`src/rtl/timer_pkg.sv`:
```
// Shared definitions for the game timer: FSM encoding, BCD limits and
// the active-low seven-segment table.
package timer_pkg;

  typedef enum logic [1:0] {
    ST_IDLE   = 2'd0,
    ST_RUN    = 2'd1,
    ST_PAUSED = 2'd2,
    ST_MAXED  = 2'd3
  } state_t;

  localparam logic [7:0] SEC_LIMIT = 8'h59;
  localparam logic [7:0] MIN_LIMIT = 8'h99;
  localparam logic [6:0] SEG_BLANK = 7'h7F;

  // Active-low patterns, bit 0 = segment a, bit 6 = segment g.
  function automatic logic [6:0] seg_pattern(input logic [3:0] code);
    logic [6:0] p;
    case (code)
      4'd0:    p = 7'h40;
      4'd1:    p = 7'h79;
      4'd2:    p = 7'h24;
      4'd3:    p = 7'h30;
      4'd4:    p = 7'h19;
      4'd5:    p = 7'h12;
      4'd6:    p = 7'h02;
      4'd7:    p = 7'h78;
      4'd8:    p = 7'h00;
      4'd9:    p = 7'h10;
      default: p = SEG_BLANK;
    endcase
    return p;
  endfunction

  function automatic logic [7:0] bcd_inc(input logic [7:0] v);
    logic [7:0] r;
    if (v[3:0] == 4'd9) r = {v[7:4] + 4'd1, 4'd0};
    else                r = {v[7:4], v[3:0] + 4'd1};
    return r;
  endfunction

endpackage

```
`src/rtl/game_timer_if.sv`:
```
// Control requests into, and time/display outputs out of, the game timer.
interface game_timer_if;
  logic       sec_tick;
  logic       start;
  logic       pause;
  logic       clear;
  logic [7:0] sec_bcd;
  logic [7:0] min_bcd;
  logic       running;
  logic       timeout;
  logic [3:0] an;
  logic [6:0] seg;
  logic       dp;

  modport master (
    output sec_tick, start, pause, clear,
    input  sec_bcd, min_bcd, running, timeout, an, seg, dp
  );

  modport slave (
    input  sec_tick, start, pause, clear,
    output sec_bcd, min_bcd, running, timeout, an, seg, dp
  );
endinterface

```
`src/rtl/seg_scan.sv`:
```
// Four-digit multiplexed seven-segment driver for an MM.SS BCD time value;
// all display outputs are registered one cycle after the digit select.
module seg_scan
  import timer_pkg::*;
#(
  parameter int SCAN_BITS = 17
) (
  input  logic        clk,
  input  logic        reset,
  input  logic [15:0] time_i,
  output logic [3:0]  an_o,
  output logic [6:0]  seg_o,
  output logic        dp_o
);

  logic [SCAN_BITS-1:0] scan_q;
  logic [1:0]           sel;
  logic [3:0]           nibble;
  logic [3:0]           an_d, an_q;
  logic [6:0]           seg_d, seg_q;
  logic                 dp_d, dp_q;

  assign sel = scan_q[SCAN_BITS-1 -: 2];

  always_comb begin
    nibble = time_i[3:0];
    case (sel)
      2'd0: nibble = time_i[3:0];
      2'd1: nibble = time_i[7:4];
      2'd2: nibble = time_i[11:8];
      2'd3: nibble = time_i[15:12];
      default: nibble = time_i[3:0];
    endcase
    an_d  = ~(4'b0001 << sel);
    seg_d = seg_pattern(nibble);
    dp_d  = (sel != 2'd2);
  end

  always_ff @(posedge clk) begin
    if (!reset) begin
      scan_q <= '0;
      an_q   <= 4'b1111;
      seg_q  <= SEG_BLANK;
      dp_q   <= 1'b1;
    end else begin
      scan_q <= scan_q + SCAN_BITS'(1);
      an_q   <= an_d;
      seg_q  <= seg_d;
      dp_q   <= dp_d;
    end
  end

  assign an_o  = an_q;
  assign seg_o = seg_q;
  assign dp_o  = dp_q;

endmodule

```
`src/rtl/game_timer.sv`:
```
// MM:SS BCD game timer counting 1 s strobes, saturating at 99:59.
//   state  | meaning
//   IDLE   | zeroed, waiting for start
//   RUN    | counting tick edges
//   PAUSED | time held, start resumes
//   MAXED  | saturated at 99:59, only clear/reset leaves
module game_timer
  import timer_pkg::*;
#(
  parameter int SCAN_BITS = 17
) (
  input  logic         clk,
  input  logic         reset,
  game_timer_if.slave  bus
);

  state_t     state_q, state_d;
  logic       tick_q;
  logic [7:0] sec_q, sec_d;
  logic [7:0] min_q, min_d;
  logic       timeout_q, timeout_d;
  logic       tick_edge, count_en, at_max;

  assign tick_edge = bus.sec_tick & ~tick_q;
  assign count_en  = tick_edge && (state_q == ST_RUN);
  assign at_max    = (sec_q == SEC_LIMIT) && (min_q == MIN_LIMIT);

  always_comb begin
    state_d = state_q;
    sec_d   = sec_q;
    min_d   = min_q;
    if (bus.clear) begin
      state_d = ST_IDLE;
      sec_d   = 8'h00;
      min_d   = 8'h00;
    end else begin
      case (state_q)
        ST_IDLE:   if (bus.start && !bus.pause) state_d = ST_RUN;
        ST_RUN: begin
          if (count_en && at_max) state_d = ST_MAXED;
          else if (bus.pause)     state_d = ST_PAUSED;
        end
        ST_PAUSED: if (bus.start && !bus.pause) state_d = ST_RUN;
        ST_MAXED:  state_d = ST_MAXED;
        default:   state_d = ST_IDLE;
      endcase
      // Saturation: a counted edge at 99:59 leaves the time untouched.
      if (count_en && !at_max) begin
        if (sec_q == SEC_LIMIT) begin
          sec_d = 8'h00;
          min_d = bcd_inc(min_q);
        end else begin
          sec_d = bcd_inc(sec_q);
        end
      end
    end
    timeout_d = (state_d == ST_MAXED) && (state_q != ST_MAXED);
  end

  always_ff @(posedge clk) begin
    if (!reset) begin
      state_q   <= ST_IDLE;
      tick_q    <= 1'b0;
      sec_q     <= 8'h00;
      min_q     <= 8'h00;
      timeout_q <= 1'b0;
    end else begin
      state_q   <= state_d;
      tick_q    <= bus.sec_tick;
      sec_q     <= sec_d;
      min_q     <= min_d;
      timeout_q <= timeout_d;
    end
  end

  seg_scan #(.SCAN_BITS(SCAN_BITS)) u_seg_scan (
    .clk    (clk),
    .reset  (reset),
    .time_i ({min_q, sec_q}),
    .an_o   (bus.an),
    .seg_o  (bus.seg),
    .dp_o   (bus.dp)
  );

  assign bus.sec_bcd = sec_q;
  assign bus.min_bcd = min_q;
  assign bus.running = (state_q == ST_RUN);
  assign bus.timeout = timeout_q;

endmodule

```
`src/flat_wrapper.sv`:
```
// flat-port wrapper written by rule: the top's interface ports become plain ports
module game_timer_flat import timer_pkg::*;
#(
  parameter int SCAN_BITS = 17
)
  (clk, reset, bus_sec_tick, bus_start, bus_pause, bus_clear, bus_sec_bcd, bus_min_bcd, bus_running, bus_timeout, bus_an, bus_seg, bus_dp);
  game_timer_if bus_i ();
  input  logic clk;
  input  logic reset;
  input wire logic [$bits(bus_i.sec_tick)-1:0] bus_sec_tick;
  input wire logic [$bits(bus_i.start)-1:0] bus_start;
  input wire logic [$bits(bus_i.pause)-1:0] bus_pause;
  input wire logic [$bits(bus_i.clear)-1:0] bus_clear;
  output wire logic [$bits(bus_i.sec_bcd)-1:0] bus_sec_bcd;
  output wire logic [$bits(bus_i.min_bcd)-1:0] bus_min_bcd;
  output wire logic [$bits(bus_i.running)-1:0] bus_running;
  output wire logic [$bits(bus_i.timeout)-1:0] bus_timeout;
  output wire logic [$bits(bus_i.an)-1:0] bus_an;
  output wire logic [$bits(bus_i.seg)-1:0] bus_seg;
  output wire logic [$bits(bus_i.dp)-1:0] bus_dp;
  assign bus_i.sec_tick = bus_sec_tick;
  assign bus_i.start = bus_start;
  assign bus_i.pause = bus_pause;
  assign bus_i.clear = bus_clear;
  assign bus_sec_bcd = bus_i.sec_bcd;
  assign bus_min_bcd = bus_i.min_bcd;
  assign bus_running = bus_i.running;
  assign bus_timeout = bus_i.timeout;
  assign bus_an = bus_i.an;
  assign bus_seg = bus_i.seg;
  assign bus_dp = bus_i.dp;
  game_timer #(.SCAN_BITS(SCAN_BITS)) u_core (.clk(clk), .reset(reset), .bus(bus_i));
endmodule
```
`config.mk`:
```
export PLATFORM = sky130hd
export DESIGN_NAME = game_timer_flat
export DESIGN_NICKNAME = d
export VERILOG_FILES = /design/src/rtl/timer_pkg.sv /design/src/rtl/game_timer_if.sv /design/src/rtl/seg_scan.sv /design/src/rtl/game_timer.sv /design/src/flat_wrapper.sv
export SDC_FILE = /design/constraint.sdc
export NUM_CORES = 1
export LEC_CHECK = 0
export ABC_AREA = 1
export BUFFER_PORTS_ARGS = -buffer_cell sky130_fd_sc_hd__buf_4
export CORE_ASPECT_RATIO = 0.8
export CORE_MARGIN = 2
export CORE_UTILIZATION = 55
export DETAILED_ROUTE_END_ITERATION = 8
export GPL_TIMING_DRIVEN = 1
export PLACE_DENSITY = 0.79
export SYNTH_ARGS = -nofsm -noshare
export SYNTH_HDL_FRONTEND = slang
export SYNTH_SLANG_ARGS = --single-unit
```
`constraint.sdc`:
```
create_clock -name clk -period 1.86 [get_ports clk]
set_input_delay 0.372 -clock clk [delete_from_list [all_inputs] [get_ports clk]]
set_output_delay 0.372 -clock clk [all_outputs]
set_load 0.05 [all_outputs]
```
; After elaboration in Yosys (flattened, before gate mapping)
; Memory sizes are Yosys's and may differ from the RTL's. A register that Yosys moved wholly into a read port is not among the register bits.
; Cells that the tools add are included.
[totals]
regBits = 42
latch_bits = 0
ramBits = 0
mem_bits_ro = 112
input_bits = 6
word_cells = 60
mem_count = 1
[mem_list]
columns = name, depth, width, rd, rd_clocked_by_memory_dff, wr, line
row1 = (no name shown), 16, 7, 1, 1, 0, timer_pkg.sv:19  ; case (code)
[op_classes]
addsub = 5
mul = 0
div = 0
magnitude_cmp = 0
eq_ne = 13
shift = 1
mux = 9
bitwise = 4
n_reduce_logical = 17
[ops]
columns = operator, count
row1 = $add A17 B1 Y17 const B, 1
row2 = $add A4 B1 Y4 const B, 4
row3 = $mux W8, 2
row4 = $pmux W4 S4, 1
row5 = $eq A2 B2 Y1 const B, 5
row6 = $eq A4 B4 Y1 const B, 2
row7 = $eq A8 B7 Y1 const B, 1
row8 = $eq A8 B8 Y1 const B, 1
row9 = $mux W2, 4
row10 = $logic_and A1 B1 Y1, 6
row11 = $pmux W2 S3, 1
row12 = $eq A2 B1 Y1 const B, 2
row13 = $logic_not A2 Y1, 2
row14 = $mux W4, 1
row15 = $ne A2 B2 Y1 const B, 2
row16 = $not A4 Y4, 1
row17 = $reduce_and A2 Y1, 2
row18 = $reduce_or A2 Y1, 2
row19 = $shl A1 B2 Y4 const A, 1
row20 = $logic_not A1 Y1, 3
row21 = $reduce_and A3 Y1, 1
row22 = $not A1 Y1, 2
row23 = $reduce_bool A2 Y1, 1
row24 = $and A1 B1 Y1, 1

; Logic depth before layout (Yosys ltp)
[depth]
depth_word = 9
mapped_depth = 11

; By module
; From an unflattened synthesis, not the netlist that was laid out.
[hier_totals]
hier_cells = 366
hier_area_um2 = 2651.3
[modules_own_cells]
columns = mod, instances, cells_per_inst, area_each_um2, seq_area_each_um2
row1 = seg_scan, 1, 198, 1417.6, 560.5
row2 = game_timer, 1, 168, 1233.7, 400.4

; Worst setup path before layout
; OpenSTA, ideal clock, no wires.
[synth_timing]
kind = register -> register
startpoint = register u_core.sec_q[0], in the netlist u_core.bus.sec_bcd[0]
endpoint = register u_core.timeout_q, in the netlist u_core.bus.timeout
setup_ps = 62
arrival_time_ps = 1782
slack_ps = 15
stages_incl_launch_ff = 10
n_path_buf = 0
path_cell_list = dfxtp_1 ha_1 nand2_2 nor2_8 nand2_4 nor2_4 nand2_2 nand3_2 nand2_2 nor2_2
[synth_via]
elab_chain_len = 8
[synth_rtl]
columns = item, line
row1 = start: declaration, game_timer.sv:19  ; logic [7:0] sec_q, sec_d;
row2 = start signal: assignment, game_timer.sv:64  ; sec_q <= 8'h00;
row3 = start signal: assignment, game_timer.sv:70  ; sec_q <= sec_d;
row4 = $eq A8 B7 Y1, game_timer.sv:26  ; assign at_max = (sec_q == SEC_LIMIT) && (min_q == MIN_LIMIT);
row5 = $logic_and A1 B1 Y1, game_timer.sv:26
row6 = $logic_and A1 B1 Y1, game_timer.sv:40  ; if (count_en && at_max) state_d = ST_MAXED;
row7 = $mux W2, game_timer.sv:40
row8 = $pmux W2 S3, game_timer.sv:37  ; case (state_q)
row9 = $mux W2, game_timer.sv:32  ; if (bus.clear) begin
row10 = $eq A2 B2 Y1, game_timer.sv:57  ; timeout_d = (state_d == ST_MAXED) && (state_q != ST_MAXED);
row11 = $logic_and A1 B1 Y1, game_timer.sv:57
row12 = end signal: assignment, game_timer.sv:72  ; timeout_q <= timeout_d;
row13 = end: declaration, game_timer.sv:21  ; logic timeout_q, timeout_d;
; No other way between the ends.
; A chain may end at the register's enable or synchronous reset.

; Worst setup path after layout
; Ends and elaborated chain as after synthesis.

==> out/results.tsv <==
stage	metric	value	unit
clocking	worst skew pair latency	0.30	ns
sta	relative slew slack	0.664	
setup_path	Reg2Reg Setup Slack	0.24	ns
logic_synthesis	count of different cell masters after synthesis	37	
placed_design	IO Port Bufs	35	
clocking	htree depth	2	
floorplanning	Core Region	4540	um^2
sta	period utilization	0.873	
min_path	Worst Hold Depth	3	
final_layout	fin area	2980	um^2
setup_path	WS Path Type	register to register	
min_path	Hold Crit Endpoint	u_core.tick_q	
clocking	hold_buf cts	0	
drt	final wirelength	5400	um
global_routing	grt ovf	0	
min_path	Worst Hold Class	input port to register	
floorplanning	Die ar.	5230	um^2
logic_synthesis	Yosys top cell area share	0.374	
floorplanning	Die W	80.4	um
sta	Setup TNS	0	ns
drt	Iter 0 DRT Violations	102	
drt	Via Count	2342	
logic_synthesis	Synth Warn #	0	
global_routing	aggregate global-route resource usage	0.232	
outcome	outcome	complete, no violations	
final_layout	Area growth syn-to-layout	16.2	%
setup_path	Critical Path End Type	register	
power_and_ir_drop	Pleak	1.24	nW
drt	DR DRC count	0	
logic_synthesis	top post-synthesis cells by area	dfxtp_1, nand2_1, nand3_1, inv_1, ha_1	
drt	routed len/inst	11.7	um
sta	Final min period	1.62	ns
drt	drt pass-1 iters	4	
global_routing	vias in the first global route	2137	
placed_design	placed cell area	2880	um^2
logic_synthesis	synthesized area	2570	um^2
sta	unrepaired setup endpoints after global routing	no	
placed_design	placer congestion estimate	0.904	
sta	Tightest Pin Transition	0.502	ns
global_routing	largest net degree at the start of global routing	15	
final_layout	nets	417	
setup_path	required time worst endpoint	2.10	ns
setup_path	crit path from	u_core.bus.sec_bcd[0]	
setup_path	startpoint types	register	
placed_design	Inst Count DP	454	
sta	final setup fails	0	
logic_synthesis	Synth Register Bits	48	
logic_synthesis	Post-synth EDFFs	0	
clocking	CTS buffer count	5	
clocking	CTS Root Cell	clkbuf_8	
flow_run	max_cap viols	0	
drt	Vias/cell	5.07	
final_layout	non-filler cells, final	462	
placed_design	DP Worst Slack	0.201	ns
min_path	hold path start	bus_sec_tick	
clocking	Clock Tree Buf Depth	2	
final_layout	n_diodes	0	
setup_path	worst-case reg-to-reg path depth	9	
clocking	clock slew at reported path FFs	0.08	ns
final_layout	FILL cells	398	
clocking	Clock Sinks	48	
power_and_ir_drop	peak supply drop	0.000329	V
setup_path	reg2reg start	u_core.bus.sec_bcd[0]	
floorplanning	Die Span Y	65.1	um
final_layout	Sequential cell area	962	um^2
global_routing	antenna violations before repair	0	
logic_synthesis	Mapped Cells	363	
sta	Fmax	616	MHz
final_layout	multi-input combinational cell area	1380	um^2
logic_synthesis	register area share after synthesis	0.374	
clocking	CTS tree	yes	
drt	ANT nets after route	0	
sta	Slew Limit Fails	0	
final_layout	layout cells sized above 1	0.194	
logic_synthesis	Avg Synthesized Cell Area	7.07	um^2
logic_synthesis	Synth area leader	dfxtp_1	
logic_synthesis	Syn Nets	379	
floorplanning	I/O pin count	36	
sta	Hold Violations, Final	0	
sta	Layout Skew	0.00779	ns
sta	PnR worst setup slack	0.237	ns
setup_path	FF-to-FF End	u_core.bus.timeout	
power_and_ir_drop	Pwr per Cell Area	612	nW/um^2
logic_synthesis	Async SR Flop Fraction	0	
setup_path	Critical Path AT	1.87	ns
global_routing	first-pass GRT wire length	9420	um
logic_synthesis	Main synth FF type	dfxtp_1	
floorplanning	Initial Util	0.565	
placed_design	DP HPWL	4110	um
setup_path	worst-path fanout max	8	
floorplanning	row count	22	
[how the worst max path moves through the flow]
stage / end / slack, ns / cells after the start
global route: u_core.bus.timeout / 0.08 / 9
floorplan: u_core.bus.timeout / 0.02 / 9
finish: u_core.bus.timeout / 0.24 / 9
global placement: u_core.u_seg_scan.seg_o[0] / 0.24 / 10
detailed placement: u_core.u_seg_scan.seg_o[0] / 0.20 / 10
CTS: u_core.u_seg_scan.seg_o[0] / 0.17 / 10
[power breakdown]
part	switching, W	leakage [nW]	internal [W]
Sequential	0.00000870	0.391	0.00104
Combinational	0.0000836	0.805	0.0000394
Clock	0.000347	0.0445	0.000302
[layer usage]
metal | vias up | global-route usage | routed length, um
li1 | 1238 | - | -
met1 | 1031 | 0.317 | 2680
met2 | 66 | 0.364 | 2320
met3 | 7 | 0.0495 | 346
met4 | 0 | 0.0805 | 55
met5 | - | 0 | 0
[logic make-up after synthesis]
group | after synthesis | synth area share
buf+inv | 57 | 0.0902
fa+ha+maj | 10 | 0.0488
xor+xnor | 5 | 0.0171
simple gates | 200 | 0.375
compound gates | 43 | 0.0946
flops | 48 | 0.374
[per-stage QoR]
stage               total power (W)  hold WS (ns)   util
floorplan                   0.00116         0.418      -
global placement            0.00120         0.430  0.635
detailed placement          0.00120         0.447  0.635
CTS                         0.00183         0.266  0.656
global route                0.00190         0.269  0.656
finish                      0.00182         0.268  0.656
[cell type report]
| class | count | share of cell area |
|---|---|---|
| clock buffer | 7 | 0.0290 |
| timing repair buffer | 37 | 0.0932 |
| inverter | 51 | 0.0659 |
| tap | 60 | 0.0252 |
| clock inverter | 1 | 0.00252 |
| multi-input combinational | 258 | 0.462 |
| sequential | 48 | 0.323 |
[critical path, cell delays in order, from the launching register on]
cell     delay [ns]
dfxtp_1        0.46
ha_1           0.22
nand2_2        0.09
nor2_8         0.17
nand2_4        0.11
nor2_4         0.18
nand2_2        0.09
nand2_1        0.09
nand3_1        0.08
nor2_2         0.08
[repair_timing]
item | in CTS | in global routing
setup buffers | 0 | 0
gates resized for setup | 0 | 2
setup endpoints to repair | 0 | 3
[synthesized netlist by cell type (2+ instances only)]
| master | number |
|---|---|
| nor2_2 | 3 |
| o21ai_0 | 13 |
| inv_2 | 5 |
| nor3_1 | 9 |
| a21oi_2 | 3 |
| dfxtp_1 | 48 |
| nor2_4 | 3 |
| nand4_1 | 8 |
| nor2_1 | 30 |
| buf_4 | 3 |
| a21oi_1 | 23 |
| nand3_2 | 3 |
| nand2_1 | 94 |
| ha_1 | 10 |
| inv_4 | 2 |
| clkbuf_1 | 2 |
| inv_1 | 43 |
| xnor2_1 | 2 |
| nand2_2 | 6 |
| nand3_1 | 34 |
| xor2_1 | 3 |
[sequential cells by signal, summed over array words and instances, names as in the netlist]
register and flops:
u_core.bus.min_bcd 8, u_core.bus.sec_bcd 8, u_core.bus.timeout 1, u_core.state_q 2, u_core.tick_q 1, u_core.u_seg_scan.an_o 4, u_core.u_seg_scan.scan_q 17, u_core.u_seg_scan.seg_o 7
[layout by cell type, fill, tap and decap left out, drive strengths merged, types with 2 or more instances in the layout]
master	Yosys	final
nor3	10	10
nand4	9	9
o21ai	14	14
nor2	37	37
xor2	3	3
nand3	38	38
xnor2	2	2
inv	50	50
or2	2	2
buf	4	37
dfxtp	48	48
a21oi	27	27
nand2	101	101
clkbuf	2	7
ha	10	10
No activity file was read; power rests on OpenSTA's default activity.
